`src/rtl/math_adder_8bit_seq.sv`:
```
`default_nettype none
// ============================================================================
// Module   : math_adder_8bit_seq
// Brief    : Bit-serial adder; ripples one bit per clock, LSB first, and
//            reports {error, sum} = a + b + carryIn with a one-cycle done pulse.
// Revision : 1.0 - initial release
// ============================================================================
module math_adder_8bit_seq #(
    parameter int WIDTH = 8
) (
    input  logic             clk,
    input  logic             reset,
    input  logic             start,
    input  logic [WIDTH-1:0] a,
    input  logic [WIDTH-1:0] b,
    input  logic             carryIn,
    output logic [WIDTH-1:0] sum,
    output logic             error,
    output logic             busy,
    output logic             done
);

    localparam int c_cnt_w = (WIDTH > 2) ? $clog2(WIDTH) : 1;
    localparam logic [c_cnt_w-1:0] c_last = c_cnt_w'(WIDTH - 1);
    localparam logic [c_cnt_w-1:0] c_one  = c_cnt_w'(1);

    typedef enum logic [1:0] {
        ST_IDLE = 2'd0,
        ST_ADD  = 2'd1,
        ST_DONE = 2'd2
    } state_t;

    state_t             r_state;
    state_t             w_state_next;

    logic [WIDTH-1:0]   r_a;
    logic [WIDTH-1:0]   r_b;
    logic [WIDTH-1:0]   r_acc;
    logic               r_carry;
    logic [c_cnt_w-1:0] r_cnt;
    logic [WIDTH-1:0]   r_sum;
    logic               r_error;
    logic               r_done;

    logic               w_sum_bit;
    logic               w_carry_next;
    logic [WIDTH-1:0]   w_acc_next;
    logic               w_last;

    // Operands shift right each ADD cycle so bit 0 is always the current bit;
    // result bits enter the accumulator at the MSB and walk down to position.
    assign w_sum_bit    = r_a[0] ^ r_b[0] ^ r_carry;
    assign w_carry_next = (r_a[0] & r_b[0]) | (r_a[0] & r_carry) | (r_b[0] & r_carry);
    assign w_acc_next   = {w_sum_bit, r_acc[WIDTH-1:1]};
    assign w_last       = (r_cnt == c_last);

    always_ff @(posedge clk) begin
        if (reset) begin
            r_state <= ST_IDLE;
        end else begin
            r_state <= w_state_next;
        end
    end

    always_comb begin
        w_state_next = r_state;
        case (r_state)
            ST_IDLE: if (start)  w_state_next = ST_ADD;
            ST_ADD:  if (w_last) w_state_next = ST_DONE;
            ST_DONE: w_state_next = ST_IDLE;
            default: w_state_next = ST_IDLE;
        endcase
    end

    always_ff @(posedge clk) begin
        if (reset) begin
            r_a     <= '0;
            r_b     <= '0;
            r_acc   <= '0;
            r_carry <= 1'b0;
            r_cnt   <= '0;
            r_sum   <= '0;
            r_error <= 1'b0;
            r_done  <= 1'b0;
        end else begin
            case (r_state)
                ST_IDLE: begin
                    r_done <= 1'b0;
                    if (start) begin
                        r_a     <= a;
                        r_b     <= b;
                        r_carry <= carryIn;
                        r_acc   <= '0;
                        r_cnt   <= '0;
                    end
                end
                ST_ADD: begin
                    r_a     <= r_a >> 1;
                    r_b     <= r_b >> 1;
                    r_carry <= w_carry_next;
                    r_acc   <= w_acc_next;
                    r_cnt   <= r_cnt + c_one;
                    // Visible result only changes once the final bit is known.
                    if (w_last) begin
                        r_sum   <= w_acc_next;
                        r_error <= w_carry_next;
                        r_done  <= 1'b1;
                    end
                end
                ST_DONE: begin
                    r_done <= 1'b0;
                end
                default: begin
                    r_done <= 1'b0;
                end
            endcase
        end
    end

    assign sum   = r_sum;
    assign error = r_error;
    assign done  = r_done;
    assign busy  = (r_state != ST_IDLE);

endmodule
`default_nettype wire

```
`config.mk`:
```
export PLATFORM = sky130hd
export DESIGN_NAME = math_adder_8bit_seq
export DESIGN_NICKNAME = d
export VERILOG_FILES = /design/src/rtl/math_adder_8bit_seq.sv
export SDC_FILE = /design/constraint.sdc
export NUM_CORES = 1
export LEC_CHECK = 0
export ABC_AREA = 1
export CAP_MARGIN = 10
export CORE_ASPECT_RATIO = 0.5
export CORE_MARGIN = 2
export CORE_UTILIZATION = 55
export CTS_CLUSTER_SIZE = 16
export DETAILED_ROUTE_END_ITERATION = 7
export HOLD_SLACK_MARGIN = 0.1
export PLACE_DENSITY_LB_ADDON = 0.25
export REMOVE_ABC_BUFFERS = 1
export SYNTH_ARGS = -nofsm -noshare
export SYNTH_HDL_FRONTEND = slang
export SYNTH_SLANG_ARGS = --single-unit
```
`constraint.sdc`:
```
create_clock -name clk -period 2.1 [get_ports clk]
set_input_delay 0.315 -clock clk [delete_from_list [all_inputs] [get_ports clk]]
set_output_delay 0.315 -clock clk [all_outputs]
set_load 0.02 [all_outputs]
```
# After elaboration in Yosys (flattened, before gate mapping)

Index checks and enable logic that the tools add are counted.

Bits in registers: 40
Output and inout bits: 11
Logic and storage cells: 42

Add/sub/neg operators: 1
Equality and inequality tests: 4
Mux-type cells: 13
Bitwise logic cells: 8
Reductions and logical operators: 7

Operator list:

| cell                | count |
|---|---|
| $pmux 8 s2          | 3 |
| $mux 8              | 3 |
| $pmux 3 s2          | 1 |
| $reduce_and 2->1    | 3 |
| $mux 2              | 2 |
| $ne 2x2->1 const B  | 2 |
| $pmux 2 s2          | 1 |
| $reduce_bool 2->1   | 2 |
| $add 3x1->3 const B | 1 |
| $and 1x1->1         | 3 |
| $eq 3x3->1 const B  | 1 |
| $mux 3              | 1 |
| $eq 2x1->1 const B  | 1 |
| $logic_not 2->1     | 1 |
| $or 1x1->1          | 2 |
| $pmux 1 s2          | 1 |
| $reduce_or 2->1     | 1 |
| $xor 1x1->1         | 2 |
| $mux 1              | 1 |
| $not 1->1           | 1 |

# Longest topological paths before layout

Gate-level depths: netlist of run 1.

Depth in word-level cells: 4
Gate-level depth with buffers: 7
Mapped depth without buffers: 7

# Worst setup path after synthesis of run 1

OpenSTA, ideal clock, no wires.

Kind: reg-to-reg
Start: register r_cnt[0]
End: register r_error (netlist: error)
Arrival time: 1,079 ps
Setup slack: 905 ps
Cell stages (with the launch flop): 8
Buffers on the path: 0
Clock period less this slack: 1,195 ps
Cells stage by stage: dfxtp_1 ha_1 ha_1 nand2_1 nor2_4 inv_2 nor2_1 nor2_1

Cells in the longest elaborated chain, start to end: 2

Ends and longest elaborated chain:

| item                              | line | text |
|---|---|---|
| start, declared                   | 40   | `logic [c_cnt_w-1:0] r_cnt;` |
| start signal, assigned            | 102  | `r_cnt <= r_cnt + c_one;` |
| $eq 3x3->1                        | 55   | `assign w_last = (r_cnt == c_last);` |
| $reduce_and 2->1 (no source line) | n/a  |  |
| end signal, assigned              | 106  | `r_error <= w_carry_next;` |
| end, declared                     | 42   | `logic r_error;` |

Every way passes these cells.
A chain may end at the register's enable or synchronous reset.

# Final worst setup path of run 1

Start: register r_state[1]
End: output busy

Cells in the longest elaborated chain, start to end: 1

Ends and longest elaborated chain:

| item                   | line | text |
|---|---|---|
| start, declared        | 33   | `state_t r_state;` |
| start signal, assigned | 61   | `r_state <= w_state_next;` |
| $reduce_bool 2->1      | 123  | `assign busy = (r_state != ST_IDLE);` |
| end, declared          | 19   | `output logic busy,` |

Every way passes these cells.

==> results of run 1 <==
==> through the flow <==
stage / std cells / hold WS, ns
6_report: 325 / 0.463
5_1_grt: 325 / 0.492
4_1_cts: 325 / 0.464
3_5_place_dp: 317 / 0.461
3_3_place_gp: 317 / 0.450
2_1_floorplan: 243 / 0.377
==> cell usage after synthesis <==
master | n | area (um^2)
nor2_1 | 40 | 150
o21ai_0 | 10 | 50.1
fa_1 | 1 | 20.0
buf_6 | 5 | 56.3
dfxtp_1 | 39 | 781
nand2_1 | 82 | 308
a21oi_1 | 24 | 120
inv_1 | 34 | 128
nor2_4 | 1 | 11.3
ha_1 | 2 | 25.0
inv_2 | 3 | 11.3
nor3_1 | 1 | 5.00
buf_1 | 2 | 7.51
nand3_1 | 3 | 15.0
o21ai_4 | 1 | 16.3
buf_4 | 1 | 7.51
nand2_2 | 1 | 6.26
buf_2 | 2 | 10.0
a21oi_2 | 1 | 8.76
==> metal layers <==
metal | up-vias | track usage, % | routed length [um]
li1 | 818 | - | -
met2 | 26 | 36.3 | 1550
met4 | 0 | 5.81 | 29
met5 | - | 0 | 0
met1 | 674 | 25.1 | 1620
met3 | 5 | 5.90 | 157
==> state kept, by name, summed over array words and instances (netlist names) <==
| name | count |
|---|---|
| r_b | 8 |
| r_carry | 1 |
| done | 1 |
| r_a | 8 |
| sum | 8 |
| r_acc | 7 |
| r_cnt | 3 |
| error | 1 |
| r_state | 2 |
==> critical path, delay by kind of cell (launching register included) <==
kind,cells,cell delay (ns)
buffers and inverters,2,0.65
and+or+nand+nor,1,0.10
DFF,1,0.42
==> power groups by stage <==
stage / clock, mW / sequential [mW] / combinational (mW)
after global routing: 0.764 / 0.793 / 0.240
after CTS: 0.737 / 0.788 / 0.211
after detailed placement: 0 / 0.805 / 0.207
after floorplan: 0 / 0.807 / 0.122
after global placement: 0 / 0.804 / 0.202
final: 0.722 / 0.789 / 0.210
==> worst max path at each step <==
stage,endpoint,slack (ns),cells past startpoint,from
after floorplan,r_a[0],0.67,4,r_state[0]
after global placement,r_a[6],0.47,6,start
after detailed placement,r_a[0],0.45,6,start
after CTS,busy,0.32,3,r_state[1]
after global routing,busy,0.27,3,r_state[1]
final,busy,0.33,3,r_state[1]
==> logic make-up after synthesis <==
logic type,count (synthesis),share of synthesized area (%)
AOI/OAI and AO/OA,36,11.2
DFF,39,45.0
buffers and inverters,47,12.7
and+or+nand+nor,128,28.5
adders and majority gates,3,2.59
==> layout make-up <==
type / instances / area (um^2) / share of cell area [%]
clock buffer: 6 / 72.6 / 3.33
clock inverter: 2 / 60.1 / 2.75
inverter: 37 / 139 / 6.37
multi-input combinational: 167 / 736 / 33.7
sequential: 39 / 781 / 35.8
tap: 40 / 50.0 / 2.29
timing repair buffer: 34 / 343 / 15.7
==> metrics, run 1 <==
outcome=complete, no violations; Worst Hold End=r_b[7]; GRT overflow=0; register area share after synthesis=45.0%; Setup crit end kind=output pin; Post-CTS Setup Inserts=0; drt wl/cell=10.3 um; clock buffer depth=2; clock skew=0.00362 ns; Reg clk slew, reported paths=0.07 ns; Peak VDD IR=457 uV; fin util=72.4%; slowest stage delay, CP=0.59 ns; sequential share of power=45.8%; Distinct cells, synth=19; die height=approximately 44 um; CTS Hold Bufs=0; Max Slew Vio Count=0; clock sinks=39; clock network fraction of total power=42.0%; Ys Warns=0; Layout Nets=307; WP data required=1.78 ns; share of layout cells above drive strength 1=under 10%; Startpoint Class=flop; commonest non-fill, non-tap cell in the layout=nand2_1; row count=14; combinational power share=12.2%; final hold vios=0; flop-to-flop setup slack=0.68 ns; R2R depth=7; H-tree depth=2; GRT Total Usage=20.5%; fin worst setup slack=roughly 0.33 ns; Root Buffer=clkbuf_8; ant diodes=0; cts repair resizes=0; Synth Instances=around 250; largest net degree at the start of global routing=33; Tmin final=1.77 ns; Mapped Avg Cell Area=6.86 um^2; Int Pwr=roughly 1.3 mW; cts bufs inserted=5; achievable clock frequency=between 0.5 and 0.6 GHz; Detail Route Antenna Nets=0; most frequent cells in the layout=nand2_1 (82), nor2_1 (40), dfxtp_1 (39), inv_1 (34), clkdlybuf4s50_1 (30); dpl ws=0.446 ns; hold depth=2; Port Buffers=30; Sw Share=22.0%; pwr dens=about 800 nW/um^2; Vias per Instance=between 4 and 5; Tightest Hold Check Type=flop to flop; Clock Latency Late Sink=~0.28 ns; WL final=about 3.4 mm; cells along the critical path=nor2_1, inv_1, clkdlybuf4s50_1; Final Cell Area=roughly 2200 um^2; IO Count=31; GP Congestion=a little under 0.8; placed instance area=2050 um^2; Post-Syn Area=approximately 1700 um^2; RSZ-0062 raised after global routing=false; Slew Limit Headroom=approximately three quarters; setup TNS=0 ns; Starting Density=57.6%; Tcrit/Tclk final=84.4%; Core Box Area=3010 um^2; slew at the pin with the worst max-slew slack=0.361 ns; Pre-Repair DR Iteration Count=5; fill count=235; via count=between 1500 and 2000; Leak=1.03 nW; critical path's slowest cell=clkdlybuf4s50_1; first-pass GRT wire length=5.97 mm; CTS tree=done; CP max FO=3; CP Class=flop to output pin; die area=3650 um^2; vias in the first global route=roughly 1400; DRT iter0 DRCs=65; DP HPWL=2.11 mm; Worst EP arrival=1.46 ns; reg2reg end=sum[6]; HP Start=r_b[7]; Die X=83.5 um; Power, Total=around 1.7 mW; initial antenna violation count=0; R2R Path Start=r_cnt[0]; Setup-failing EPs final=0; Area Growth Syn to Fin=25.6%; drc violations=0; register bit total from synthesis=39; MaxCap Viol Count=0; Net Sw Power=378 uW
Note: power is estimated with default switching activity, not from simulation.
==> run 2, diff against run 1 <==
--- a/config.mk
+++ b/config.mk
@@ -9,7 +9,7 @@
 export CAP_MARGIN = 10
 export CORE_ASPECT_RATIO = 0.5
 export CORE_MARGIN = 2
-export CORE_UTILIZATION = 55
+export CORE_UTILIZATION = 46
 export CTS_CLUSTER_SIZE = 16
 export DETAILED_ROUTE_END_ITERATION = 7
 export HOLD_SLACK_MARGIN = 0.1
==> constraint.sdc (replaced) <==
create_clock -name clk -period 1.5 [get_ports clk]
set_input_delay 0.225 -clock clk [delete_from_list [all_inputs] [get_ports clk]]
set_output_delay 0.225 -clock clk [all_outputs]
set_load 0.02 [all_outputs]
==> run 2 against run 1 <==
- register-to-register slack got worse by 0.59 ns
- clock power up 22%
- core utilization down 8.8 points
- global-route usage is 2.3 points lower
- cell area grew 2.9%
- flip-flop and latch count stayed put
- largest cell class unchanged
- largest power group unchanged
==> metrics, run 2 (same netlist as run 1, synthesis figures left out) <==
Detail Route Antenna Nets=0 (unchanged); GP Congestion=0.749 (-3.1%); clock buffer depth=2 (unchanged); WL final=3.65 mm (+9.0%); initial antenna violation count=0 (unchanged); die area=4310 um^2 (+18%); setup TNS=0 ns (unchanged); reg2reg end=sum[1]; flop-to-flop setup slack=0.09 ns (-0.59 ns); DP HPWL=2.38 mm (+13%); row count=15 (+1); Setup-failing EPs final=0 (unchanged); Power, Total=2.29 mW (+33%); HP Start=r_b[7]; IO Count=31 (unchanged); CP Class=flop to output pin; GRT Total Usage=18.1% (-2.3 points); fin util=63.6% (-8.8 points); GRT overflow=0 (unchanged); Core Box Area=3530 um^2 (+17%); R2R Path Start=r_cnt[0]; Final Non-Filler Cells=343 (+5.5%); Clock Latency Late Sink=0.29 ns (about the same); ant diodes=0 (unchanged); clock sinks=39 (unchanged); Leak=1.19 nW (+16%); Area Growth Syn to Fin=29.2%; die height=47.4 um (+8.5%); Placed Cells=332 (+4.7%); Worst Hold End=r_b[7]; drt wl/cell=10.6 um (+3.3%); slowest stage delay, CP=0.61 ns (+0.02 ns); MaxCap Viol Count=0 (unchanged); hold depth=2 (unchanged); Vias per Instance=4.49 (-4.1%); first-pass GRT wire length=6.02 mm (+0.80%); Die X=90.9 um (+8.9%); achievable clock frequency=0.680 GHz; Slew Limit Headroom=81.7% (+5.8 points); final hold vios=0 (unchanged); CP max FO=2 (-1); Max Slew Vio Count=0 (unchanged); vias in the first global route=1339 (-4.3%); outcome=complete, no violations; Buf/Inv on CP=1 (-1); cts bufs inserted=5 (unchanged); Worst EP arrival=1.25 ns (-0.21 ns); H-tree depth=2 (unchanged); most frequent cells in the layout=nand2_1 (82), nor2_1 (40), dfxtp_1 (39), inv_1 (34), a21oi_1 (24); slew at the pin with the worst max-slew slack=0.275 ns (-0.0863 ns); drc violations=0 (unchanged); Startpoint Class=flop; DRT iter0 DRCs=47 (-28%); Peak VDD IR=566 uV (+24%); Layout Nets=314 (+2.3%); Reg clk slew, reported paths=0.08 ns (about the same); Port Buffers=30 (unchanged); Setup crit end kind=output pin; Pre-Repair DR Iteration Count=6 (+1); Root Buffer=clkbuf_8; critical path's slowest cell=clkdlybuf4s50_1; R2R depth=7 (unchanged); Tightest Hold Check Type=flop to flop; Tmin final=about 1.5 ns; share of layout cells above drive strength 1=8.90% (+2.6 points); WP data required=1.27 ns (-0.51 ns); Tcrit/Tclk final=~98%; cells along the critical path=clkdlybuf4s50_1; via count=1541 (+1.2%); CTS tree=done; Starting Density=49.2% (-8.4 points); delay-heaviest family, CP=buffers and inverters; clock skew=0.00847 ns (+0.00485 ns); commonest non-fill, non-tap cell in the layout=nand2_1; pwr dens=1020 nW/um^2 (+29%); largest net degree at the start of global routing=27 (-18%)
[run 2: where the power goes]
| part | total [mW] | switching [mW] | internal, mW |
|---|---|---|---|
| registers | 1.10 | 0.0200 | 1.08 |
| clock network | 0.881 | 0.385 | 0.495 |
| logic | 0.301 | 0.164 | 0.138 |
[run 2: worst max path at each step]
stage,start,endpoint,depth (start not counted),slack [ns]
after floorplan,r_state[0],r_a[0],4,0.07
after global placement,start,r_b[2],6,0.13
after detailed placement,r_cnt[0],sum[4],7,0.07
after CTS,sum[4],sum[4],1,0.001
after global routing,r_cnt[0],sum[5],7,-0.005
final,sum[0],sum[0],1,0.03
[run 2: routing by layer]
metal  up-vias  global-route usage [%]  routed length (um)
met5         -                       0                   0
met4         0                    5.45                   8
met3         2                    5.98                 167
met2        40                    33.1                1710
met1       660                    21.6                1760
li1        839                       -                   -
[run 2: cell type report]
type,instances,area [um^2]
fillers,317,1280
flip-flops and latches,39,781
multi-input cells,167,736
repair buffers,41,412
inverters,37,139
clock buffers,5,68.8
well taps,51,63.8
clock inverters,3,43.8
[run 2: repair_timing]
item,in CTS,in global routing
resized for setup,1,9
cloned,0,0
buffers inserted,0,3
pin swaps,0,1
hold buffers,0,0
setup endpoints to repair,1,16
[run 2: per-stage QoR]
step                setup slack, ns  hold slack (ns)  cell area [um^2]
floorplan                    0.0651            0.287              1660
CTS                         0.00115            0.465              2200
finish                       0.0293            0.465              2240
detailed placement           0.0666            0.453              2090
global route               -0.00486            0.485              2240
global placement              0.129            0.449              2090
==> run 3, diff against run 2 <==
--- a/config.mk
+++ b/config.mk
@@ -10,6 +10,7 @@
 export CORE_ASPECT_RATIO = 0.5
 export CORE_MARGIN = 2
 export CORE_UTILIZATION = 46
+export CTS_CLUSTER_DIAMETER = 150
 export CTS_CLUSTER_SIZE = 16
 export DETAILED_ROUTE_END_ITERATION = 7
 export HOLD_SLACK_MARGIN = 0.1
==> results of run 3 <==
Same layout as run 2: the final DEF is identical, and so are final timing and power.
